===== src/rtl/skinny_sbox_ctrl_pkg.sv =====
`timescale 1ns/1ps
`default_nettype none
// ============================================================================
// Package  : skinny_sbox_ctrl_pkg
// Purpose  : Shared types and default constants for the byte-serial SKINNY
//            sbox8 controller and its share shifters.
// Contents : state_t FSM encoding, NBYTES_DEF, SBOX_LAT_DEF, BYTE_W.
// Options  : SKINNY_SBOX_PRECHARGE_EN adds the ST_PRECHG encoding.
// Revision : 1.0 - initial release
// ============================================================================
package skinny_sbox_ctrl_pkg;

    localparam int NBYTES_DEF   = 16;
    localparam int SBOX_LAT_DEF = 8;
    localparam int BYTE_W       = 8;

    typedef enum logic [2:0] {
        ST_IDLE   = 3'd0,
        ST_FETCH  = 3'd1,
        ST_HOLD   = 3'd2,
`ifdef SKINNY_SBOX_PRECHARGE_EN
        ST_PRECHG = 3'd4,
`endif
        ST_DONE   = 3'd3
    } state_t;

endpackage
`default_nettype wire


===== src/rtl/skinny_shared_byte_shifter.sv =====
`timescale 1ns/1ps
`default_nettype none
// ============================================================================
// Module   : skinny_shared_byte_shifter
// Purpose  : Work register for one share of the masked state. Parallel load,
//            shift right by one byte with a new byte inserted at the MSB end,
//            and a tap on byte 0 (the next byte to be substituted).
// Ports    : clk, rst_n     clock / async active-low reset
//            i_load, i_din  parallel load of the whole state share
//            i_shift, i_ins shift right 8, insert i_ins at the top byte
//            o_byte0        current byte 0
//            o_q            full register contents
// Revision : 1.0 - initial release
// ============================================================================
module skinny_shared_byte_shifter
    import skinny_sbox_ctrl_pkg::*;
#(
    parameter int NBYTES = NBYTES_DEF
) (
    input  logic                       clk,
    input  logic                       rst_n,
    input  logic                       i_load,
    input  logic [NBYTES*BYTE_W-1:0]   i_din,
    input  logic                       i_shift,
    input  logic [BYTE_W-1:0]          i_ins,
    output logic [BYTE_W-1:0]          o_byte0,
    output logic [NBYTES*BYTE_W-1:0]   o_q
);

    localparam int W = NBYTES * BYTE_W;

    logic [W-1:0] r_q;

    // Load wins over shift; the controller never requests both at once.
    always_ff @(posedge clk or negedge rst_n) begin
        if (!rst_n) begin
            r_q <= '0;
        end else if (i_load) begin
            r_q <= i_din;
        end else if (i_shift) begin
            r_q <= {i_ins, r_q[W-1:BYTE_W]};
        end
    end

    assign o_byte0 = r_q[BYTE_W-1:0];
    assign o_q     = r_q;

endmodule
`default_nettype wire


===== src/rtl/skinny_sbox8_hpc2_1_ctrl.sv =====
`timescale 1ns/1ps
`default_nettype none
// ============================================================================
// Module   : skinny_sbox8_hpc2_1_ctrl
// Purpose  : Drives one external 2-share non-pipelined HPC2 sbox8 over a
//            128-bit masked state, one byte at a time. Each byte fetches a
//            fresh 8-bit refresh mask (valid/ready), holds the sbox inputs
//            for SBOX_LAT edges, then captures the output shares.
// Ports    : clk, rst_n              clock / async active-low reset
//            start, st_in0, st_in1   start request and input state shares
//            rnd, rnd_valid,rnd_ready fresh mask handshake
//            sb_si0, sb_si1, sb_r    registered sbox inputs and mask
//            sb_bo0, sb_bo1          sbox output shares
//            st_out0, st_out1        substituted state shares
//            busy, done              status; done is a 1-cycle pulse
// Options  : SKINNY_SBOX_PRECHARGE_EN - zero the sbox inputs for one cycle
//            before every byte load (PRECHG state).
// Revision : 1.0 - initial release
// ============================================================================
module skinny_sbox8_hpc2_1_ctrl
    import skinny_sbox_ctrl_pkg::*;
#(
    parameter int NBYTES   = NBYTES_DEF,
    parameter int SBOX_LAT = SBOX_LAT_DEF
) (
    input  logic                      clk,
    input  logic                      rst_n,
    input  logic                      start,
    input  logic [NBYTES*BYTE_W-1:0]  st_in0,
    input  logic [NBYTES*BYTE_W-1:0]  st_in1,
    input  logic [BYTE_W-1:0]         rnd,
    input  logic                      rnd_valid,
    output logic                      rnd_ready,
    output logic [BYTE_W-1:0]         sb_si0,
    output logic [BYTE_W-1:0]         sb_si1,
    output logic [BYTE_W-1:0]         sb_r,
    input  logic [BYTE_W-1:0]         sb_bo0,
    input  logic [BYTE_W-1:0]         sb_bo1,
    output logic [NBYTES*BYTE_W-1:0]  st_out0,
    output logic [NBYTES*BYTE_W-1:0]  st_out1,
    output logic                      busy,
    output logic                      done
);

    localparam int CNT_W   = $clog2(SBOX_LAT + 1);
    localparam int IDX_W   = (NBYTES > 1) ? $clog2(NBYTES) : 1;
    localparam int STATE_W = NBYTES * BYTE_W;

    localparam logic [CNT_W-1:0] c_cnt_last = CNT_W'(SBOX_LAT);
    localparam logic [IDX_W-1:0] c_idx_last = IDX_W'(NBYTES - 1);

    state_t             r_state;
    logic [CNT_W-1:0]   r_cnt;
    logic [IDX_W-1:0]   r_idx;

    logic               w_load;
    logic               w_shift;
    logic [BYTE_W-1:0]  w_tap0;
    logic [BYTE_W-1:0]  w_tap1;
    logic [STATE_W-1:0] w_work0;
    logic [STATE_W-1:0] w_work1;

    assign w_load  = (r_state == ST_IDLE) && start;
    // Capture edge: the SBOX_LAT-th edge after the inputs were loaded.
    assign w_shift = (r_state == ST_HOLD) && (r_cnt == c_cnt_last);

    // Each share has its own register; share-0 and share-1 data never meet.
    skinny_shared_byte_shifter #(.NBYTES(NBYTES)) u_shift0 (
        .clk     (clk),
        .rst_n   (rst_n),
        .i_load  (w_load),
        .i_din   (st_in0),
        .i_shift (w_shift),
        .i_ins   (sb_bo0),
        .o_byte0 (w_tap0),
        .o_q     (w_work0)
    );

    skinny_shared_byte_shifter #(.NBYTES(NBYTES)) u_shift1 (
        .clk     (clk),
        .rst_n   (rst_n),
        .i_load  (w_load),
        .i_din   (st_in1),
        .i_shift (w_shift),
        .i_ins   (sb_bo1),
        .o_byte0 (w_tap1),
        .o_q     (w_work1)
    );

    // All status outputs are registered: rnd_ready is raised on the edge
    // that enters FETCH and dropped on the edge that leaves it.
    always_ff @(posedge clk or negedge rst_n) begin
        if (!rst_n) begin
            r_state   <= ST_IDLE;
            r_cnt     <= '0;
            r_idx     <= '0;
            sb_si0    <= '0;
            sb_si1    <= '0;
            sb_r      <= '0;
            st_out0   <= '0;
            st_out1   <= '0;
            busy      <= 1'b0;
            done      <= 1'b0;
            rnd_ready <= 1'b0;
        end else begin
            done <= 1'b0;
            case (r_state)
                ST_IDLE: begin
                    if (start) begin
                        r_idx <= '0;
                        r_cnt <= '0;
                        busy  <= 1'b1;
`ifdef SKINNY_SBOX_PRECHARGE_EN
                        sb_si0  <= '0;
                        sb_si1  <= '0;
                        sb_r    <= '0;
                        r_state <= ST_PRECHG;
`else
                        rnd_ready <= 1'b1;
                        r_state   <= ST_FETCH;
`endif
                    end
                end

`ifdef SKINNY_SBOX_PRECHARGE_EN
                ST_PRECHG: begin
                    rnd_ready <= 1'b1;
                    r_state   <= ST_FETCH;
                end
`endif

                ST_FETCH: begin
                    if (rnd_valid) begin
                        sb_si0    <= w_tap0;
                        sb_si1    <= w_tap1;
                        sb_r      <= rnd;
                        r_cnt     <= CNT_W'(1);
                        rnd_ready <= 1'b0;
                        r_state   <= ST_HOLD;
                    end
                end

                ST_HOLD: begin
                    r_cnt <= r_cnt + 1'b1;
                    if (r_cnt == c_cnt_last) begin
                        r_idx <= r_idx + 1'b1;
`ifdef SKINNY_SBOX_PRECHARGE_EN
                        sb_si0 <= '0;
                        sb_si1 <= '0;
                        sb_r   <= '0;
`endif
                        if (r_idx == c_idx_last) begin
                            r_state <= ST_DONE;
                        end else begin
`ifdef SKINNY_SBOX_PRECHARGE_EN
                            r_state <= ST_PRECHG;
`else
                            rnd_ready <= 1'b1;
                            r_state   <= ST_FETCH;
`endif
                        end
                    end
                end

                ST_DONE: begin
                    st_out0 <= w_work0;
                    st_out1 <= w_work1;
                    done    <= 1'b1;
                    busy    <= 1'b0;
                    r_state <= ST_IDLE;
                end

                default: begin
                    rnd_ready <= 1'b0;
                    busy      <= 1'b0;
                    r_state   <= ST_IDLE;
                end
            endcase
        end
    end

endmodule
`default_nettype wire


===== config.mk =====
export PLATFORM = sky130hd
export DESIGN_NAME = skinny_sbox8_hpc2_1_ctrl
export DESIGN_NICKNAME = d
export VERILOG_FILES = /design/src/rtl/skinny_sbox_ctrl_pkg.sv /design/src/rtl/skinny_shared_byte_shifter.sv /design/src/rtl/skinny_sbox8_hpc2_1_ctrl.sv
export SDC_FILE = /design/constraint.sdc
export NUM_CORES = 1
export LEC_CHECK = 0
export ABC_AREA = 1
export ABC_CLOCK_PERIOD_IN_PS = 4800
export CAP_MARGIN = 5
export CORE_ASPECT_RATIO = 1.25
export CORE_MARGIN = 2
export CORE_UTILIZATION = 45
export CTS_CLUSTER_SIZE = 10
export DETAILED_ROUTE_END_ITERATION = 12
export PLACE_DENSITY = 0.77
export SLEW_MARGIN = 5
export SYNTH_ARGS = -nofsm -noshare
export SYNTH_HDL_FRONTEND = slang
export SYNTH_SLANG_ARGS = --single-unit

===== constraint.sdc =====
create_clock -name clk -period 4.8 [get_ports clk]
set_clock_uncertainty 0.1 [all_clocks]
set_input_delay 0.72 -clock clk [delete_from_list [all_inputs] [get_ports clk]]
set_output_delay 0.72 -clock clk [all_outputs]
set_load 0.01 [all_outputs]

# ---- After elaboration in Yosys (flattened, before gate mapping)
# Cells that the tools add are included.
dict set report classes {
  n_lt_le_gt_ge 0
  eq_ne 9
  add_sub_neg 2
  bitwise 2
  n_mux 21
  reduce_logical 13
  n_shift 0
  mul 0
  div_mod_pow 0
}
# op count
set ops {}
lappend ops {{two-way mux 128 bit} 4}
lappend ops {{two-way mux 4 bit} 3}
lappend ops {{one-hot mux 4 bit (3 select lines)} 1}
lappend ops {{two-way mux 3 bit} 3}
lappend ops {{one-hot mux 3 bit (3 select lines)} 1}
lappend ops {{AND reduction 3 bit} 3}
lappend ops {{adder 4 x 1 -> 4 bit (second input constant)} 2}
lappend ops {{== test 4 bit (second input constant)} 2}
lappend ops {{one-hot mux 4 bit (2 select lines)} 1}
lappend ops {{== test 3 x 2 -> 1 bit (second input constant)} 2}
lappend ops {{inequality test 2 bit (second input constant)} 3}
lappend ops {{two-way mux 1 bit} 5}
lappend ops {{AND reduction 5 bit} 1}
lappend ops {{one-hot mux 1 bit (4 select lines)} 1}
lappend ops {{AND reduction 2 bit} 2}
lappend ops {{nonzero test 2 bit} 2}
lappend ops {{== test 3 x 1 -> 1 bit (second input constant)} 1}
lappend ops {{logical NOT 3 bit} 1}
lappend ops {{nonzero test 3 bit} 1}
lappend ops {{logical AND 1 bit} 2}
lappend ops {{two-way mux 2 bit} 1}
lappend ops {{inequality test 2 x 1 -> 1 bit (second input constant)} 1}
lappend ops {{inverter 1 bit} 2}
lappend ops {{one-hot mux 1 bit (2 select lines)} 1}
lappend ops {{OR reduction 2 bit} 1}
dict set report word_totals {
  word_cells 60
  latch_bits 0
  inputBits 284
  mem_bits_ro 0
  n_memories 0
  out_inout_bits 283
  register_bits 550
  mem_bits_rw 0
}

# ---- Logic depth before layout (Yosys ltp)
dict set report logic_depth {
  word_depth 4
  depth_mapped 10
  mapped_depth_nobuf 8
}

# ---- By module
# A second synthesis with hierarchy kept.
dict set report unflattened {
  hier_cells 2645
  area_unflattened_um2 23104.7
}
# module cells_each area_per_inst_um2 instances seq_area_each_um2
set modules_own_cells {}
lappend modules_own_cells {skinny_shared_byte_shifter 706 5823.1 2 3203.1}
lappend modules_own_cells {skinny_sbox8_hpc2_1_ctrl 1233 11458.5 1 7332.0}

# ---- Worst setup path before layout
# Ideal clock, no wire load.
dict set report synth_path {
  path_type {input port to flip-flop}
  startpoint {input port start}
  endpoint {register u_shift0.r_q[100], in the netlist u_shift0.o_q[100]}
  arrival_time_ps 1569
  slack_ps 3048
  stages 9
  setup_ps 83
  path_buffers 4
  path_cell_list {buf_6 > nand2_4 > buf_6 > buf_6 > buf_6 > nor2_1 > a21oi_1 > nand2_1 > o21ai_0}
}
dict set report synth_between {
  elab_chain_len 2
}
# element line
set synth_lines {}
lappend synth_lines {{start, declared} skinny_sbox8_hpc2_1_ctrl.sv:28} ;# input logic start,
lappend synth_lines {{logical AND 1 bit *} skinny_sbox8_hpc2_1_ctrl.sv:63} ;# assign w_load = (r_state == ST_IDLE) && start;
lappend synth_lines {{two-way mux 128 bit or nonzero test 2 bit (tied branches)} n/a}
lappend synth_lines {{end signal, assigned} skinny_shared_byte_shifter.sv:39} ;# r_q <= i_din;
lappend synth_lines {{end signal, assigned} skinny_shared_byte_shifter.sv:41} ;# r_q <= {i_ins, r_q[W-1:BYTE_W]};
lappend synth_lines {{end, declared} skinny_shared_byte_shifter.sv:32} ;# logic [W-1:0] r_q;
# Every way passes the cells marked *; elsewhere a longest branch is shown, timed or not.
# A chain may end at the register's enable or synchronous reset.

# ---- Worst setup path after layout
dict set report layout_path {
  startpoint {register r_state[0]}
  endpoint {register u_shift0.r_q[82], in the netlist u_shift0.o_q[82]}
}
dict set report layout_between {
  elab_chain_len 3
}
# element line
set layout_lines {}
lappend layout_lines {{start, declared} skinny_sbox8_hpc2_1_ctrl.sv:52} ;# state_t r_state;
lappend layout_lines {{start signal, assigned} skinny_sbox8_hpc2_1_ctrl.sv:94} ;# r_state <= ST_IDLE;
lappend layout_lines {{start signal, assigned} skinny_sbox8_hpc2_1_ctrl.sv:120} ;# r_state <= ST_FETCH;
lappend layout_lines {{start signal, assigned} skinny_sbox8_hpc2_1_ctrl.sv:139} ;# r_state <= ST_HOLD;
lappend layout_lines {{== test 3 x 2 -> 1 bit or logical NOT 3 bit (tied branches)} {skinny_sbox8_hpc2_1_ctrl.sv:65, skinny_sbox8_hpc2_1_ctrl.sv:63}}
lappend layout_lines {{logical AND 1 bit (on tied branches)} {skinny_sbox8_hpc2_1_ctrl.sv:65, skinny_sbox8_hpc2_1_ctrl.sv:63}}
lappend layout_lines {{nonzero test 2 bit (no source line) or two-way mux 128 bit (tied branches)} n/a}
# Several ways; a longest one is shown, not always the timed one.

==> results.txt <==
outcome: completed
die width: 208 um
I/O Pins: 567
switch share: 38.4%
Synth Warn #: 0
DRT Wirelength: 69.2 mm
Slew Viols, Final: 0
PD cells: 710 mW/mm^2
hold bufs inserted after CTS: 0
RSZ-0062 raised after global routing: false
cts repair resizes: 0
Worst Hold Class: input port to async pin
routed length per placed instance: 18.2 um
DR vias: 20,000
xor/xnor cell area share of the yosys netlist: 0%
fillcell total: 4,376
Pre-Repair DR Iteration Count: 7
first-pass GRT wire length: 108 mm
layout cells sized above 1: 3.44%
Max IR drop VDD: 0.000500 V
commonest non-fill, non-tap cells in the layout: clkdlybuf4s50_1 (565), dfrtp_1 (549), nor2_1 (503)
endpoints failing setup: 0
CTS sink count: 549
crit path launch type: flop
max cap viols: 0
Worst EP arrival: 3.92 ns
number of global-route vias before repair: 19,800
Max transition margin: 35.1%
Setup TNS: 0 ns
CTS tree: built
worst skew pair latency: 0.60 ns
fin crit period: 3.51 ns
average size of a mapped cell: 8.77 sq um
Avg Vias per Cell: 5.24
CTS HTree Levels: 2
initial DRC count: 1,940
sequential area share after synthesis: 58.9%
crit-path max FO: 187
core area: 0.0514 sq mm
Post-Syn Instances: 2,661
Final Hold Fails: 0
starting density of the core: 45.4%
multi-input logic area: 0.00745 sq mm
Synth Area in Compound Gates: 16.8%
Net count, final: 3,428
crit path cell chain: inv_1, ha_1, nand2_8, o21ai_4, buf_12, nand2_1, o21ai_1
PortBufs: 566
CP Buf/Inv Count: 2
slowest CP cell: ha_1
largest family of logic cells by synthesized area: compound AO/OA/AOI/OAI gates
LEAKAGE: 13.8 nW
largest net degree at the start of global routing: 188
Cell Int Power: 13.4 mW
Critical Path RT: 5.22 ns
Achievable Freq: 285 MHz
Distinct cells, synth: 21
DRT antenna net count: 0
total power draw: 21.8 mW
FF-to-FF Start: r_state[0]
NetSw: 8.37 mW
Post-Synth Simple-Gate Area: 14.2%
Critical Path Sink Type: flop
root buffer selected by CTS: clkbuf_16
Placer Congestion: 0.918
initial antenna violation count: 5
Syn-to-layout area delta: 31.5%
Comb power frac: 44.5%
mux contribution to synthesized area: 0.386%
Post-CTS Setup Inserts: 0
post-synthesis cell area: 0.0233 sq mm
Register Area: 0.0137 sq mm
Die Span Y: 259 um
CTS Buffer Depth: 3
DRC Markers: 0
crit path from: r_state[0]
Num CTS Buffers: 61
Final Cycle Share: 73.1%
Reg power frac: 36.7%
Global Route Usage Sum: 25.2%
clock transition at the registers of the reported paths: 0.06 ns
slew of the pin with the lowest slew margin: 0.974 ns
Clock Power Share: 18.8%
Yosys reg bits: 549
grt total ovfl: 0
Die Area: 0.0537 sq mm
flop-to-flop setup slack: 1.29 ns
Detail Placement HPWL: 47.4 mm
crit path kind: flop to flop
slowest stage delay, CP: 0.81 ns
Post-Synth Adder-Cell Area: 0.429%
commonest non-fill, non-tap cell in the layout: clkdlybuf4s50_1
Cell Rows: 93
Synthesized Nets: 2,953
family with the most delay on the worst path: adder cells
flip-flops by register name, summed over array words and instances (netlist names), 4 cells and up:
signal / flops
st_out0: 128
st_out1: 128
u_shift0.o_q: 128
u_shift1.o_q: 128
sb_r: 8
sb_si0: 8
sb_si1: 8
r_cnt: 4
r_idx: 4
through the flow:
step	cell area (sq um)	setup slack, ns	std cells	hold slack, ns	utilization (%)
2_1_floorplan	23300	3.05	2661	0.324	-
3_3_place_gp	29000	1.55	3738	0.372	56.5
3_5_place_dp	29000	1.39	3738	0.378	56.5
4_1_cts	30700	1.38	3807	0.0703	59.7
5_1_grt	30700	1.02	3812	0.103	59.7
6_report	30700	1.29	3812	0.0691	59.7
layer usage:
| layer | wire length [um] | track usage, % |
|---|---|---|
| met4 | 3200 | 11.7 |
| met2 | 32500 | 40.2 |
| met1 | 27900 | 32.4 |
| met5 | 0 | 0 |
| met3 | 5640 | 6.34 |
final timing paths:
path,end,depth (start not counted)
max,u_shift0.o_q[82],7
min,st_out1[65],1
max reg2reg,u_shift0.o_q[82],7
min reg2reg,sb_si1[3],2
max in group asynchronous,st_out0[85],2
min in group clk,sb_si1[3],2
synth_stat cells:
cell / n / area [sq um]
nand4_1: 4 / 25.0
a21oi_1: 499 / 2500
inv_2: 1 / 3.75
dfrtp_1: 549 / 13700
nand3_2: 1 / 10.0
o21ai_0: 170 / 851
inv_1: 269 / 1010
buf_1: 8 / 30.0
or2_2: 3 / 18.8
nand2_1: 331 / 1240
ha_1: 8 / 100
mux2_2: 8 / 90.1
clkbuf_1: 30 / 113
o21ai_4: 1 / 16.3
buf_2: 86 / 430
buf_4: 4 / 30.0
nand3_1: 23 / 115
buf_6: 49 / 552
o21ai_1: 113 / 566
nor2_1: 503 / 1890
nand2_4: 1 / 11.3
final cells by class:
type,count,share of cell area [%]
antenna,5,0.0408
clock buffer,66,5.20
clock inverter,3,0.143
inverter,270,3.30
multi-input combinational,1665,24.3
sequential,549,44.8
tap,665,2.71
timing repair buffer,589,19.6
cells by family after synthesis:
kind of cell / count (synthesis)
muxes: 8
AOI/OAI and AO/OA: 783
buffers and inverters: 447
adders and majority gates: 8
DFF: 549
and+or+nand+nor: 866
power by group through the flow:
| stage | clock network [mW] | registers [mW] | logic [mW] |
|---|---|---|---|
| 6_report | 4.10 | 7.99 | 9.69 |
| 5_1_grt | 4.35 | 8.22 | 10.7 |
| 4_1_cts | 4.19 | 7.98 | 9.73 |
| 3_5_place_dp | 0 | 8.02 | 9.65 |
| 3_3_place_gp | 0 | 7.95 | 9.39 |
| 2_1_floorplan | 0 | 8.37 | 4.96 |
worst register-to-register path, stage by stage, from the launching register on:
cell	delay, ns
dfrtp_1	0.47
inv_1	0.15
ha_1	0.81
nand2_8	0.62
o21ai_4	0.34
buf_12	0.55
nand2_1	0.26
o21ai_1	0.12
Power figures use the tool's default switching activity.
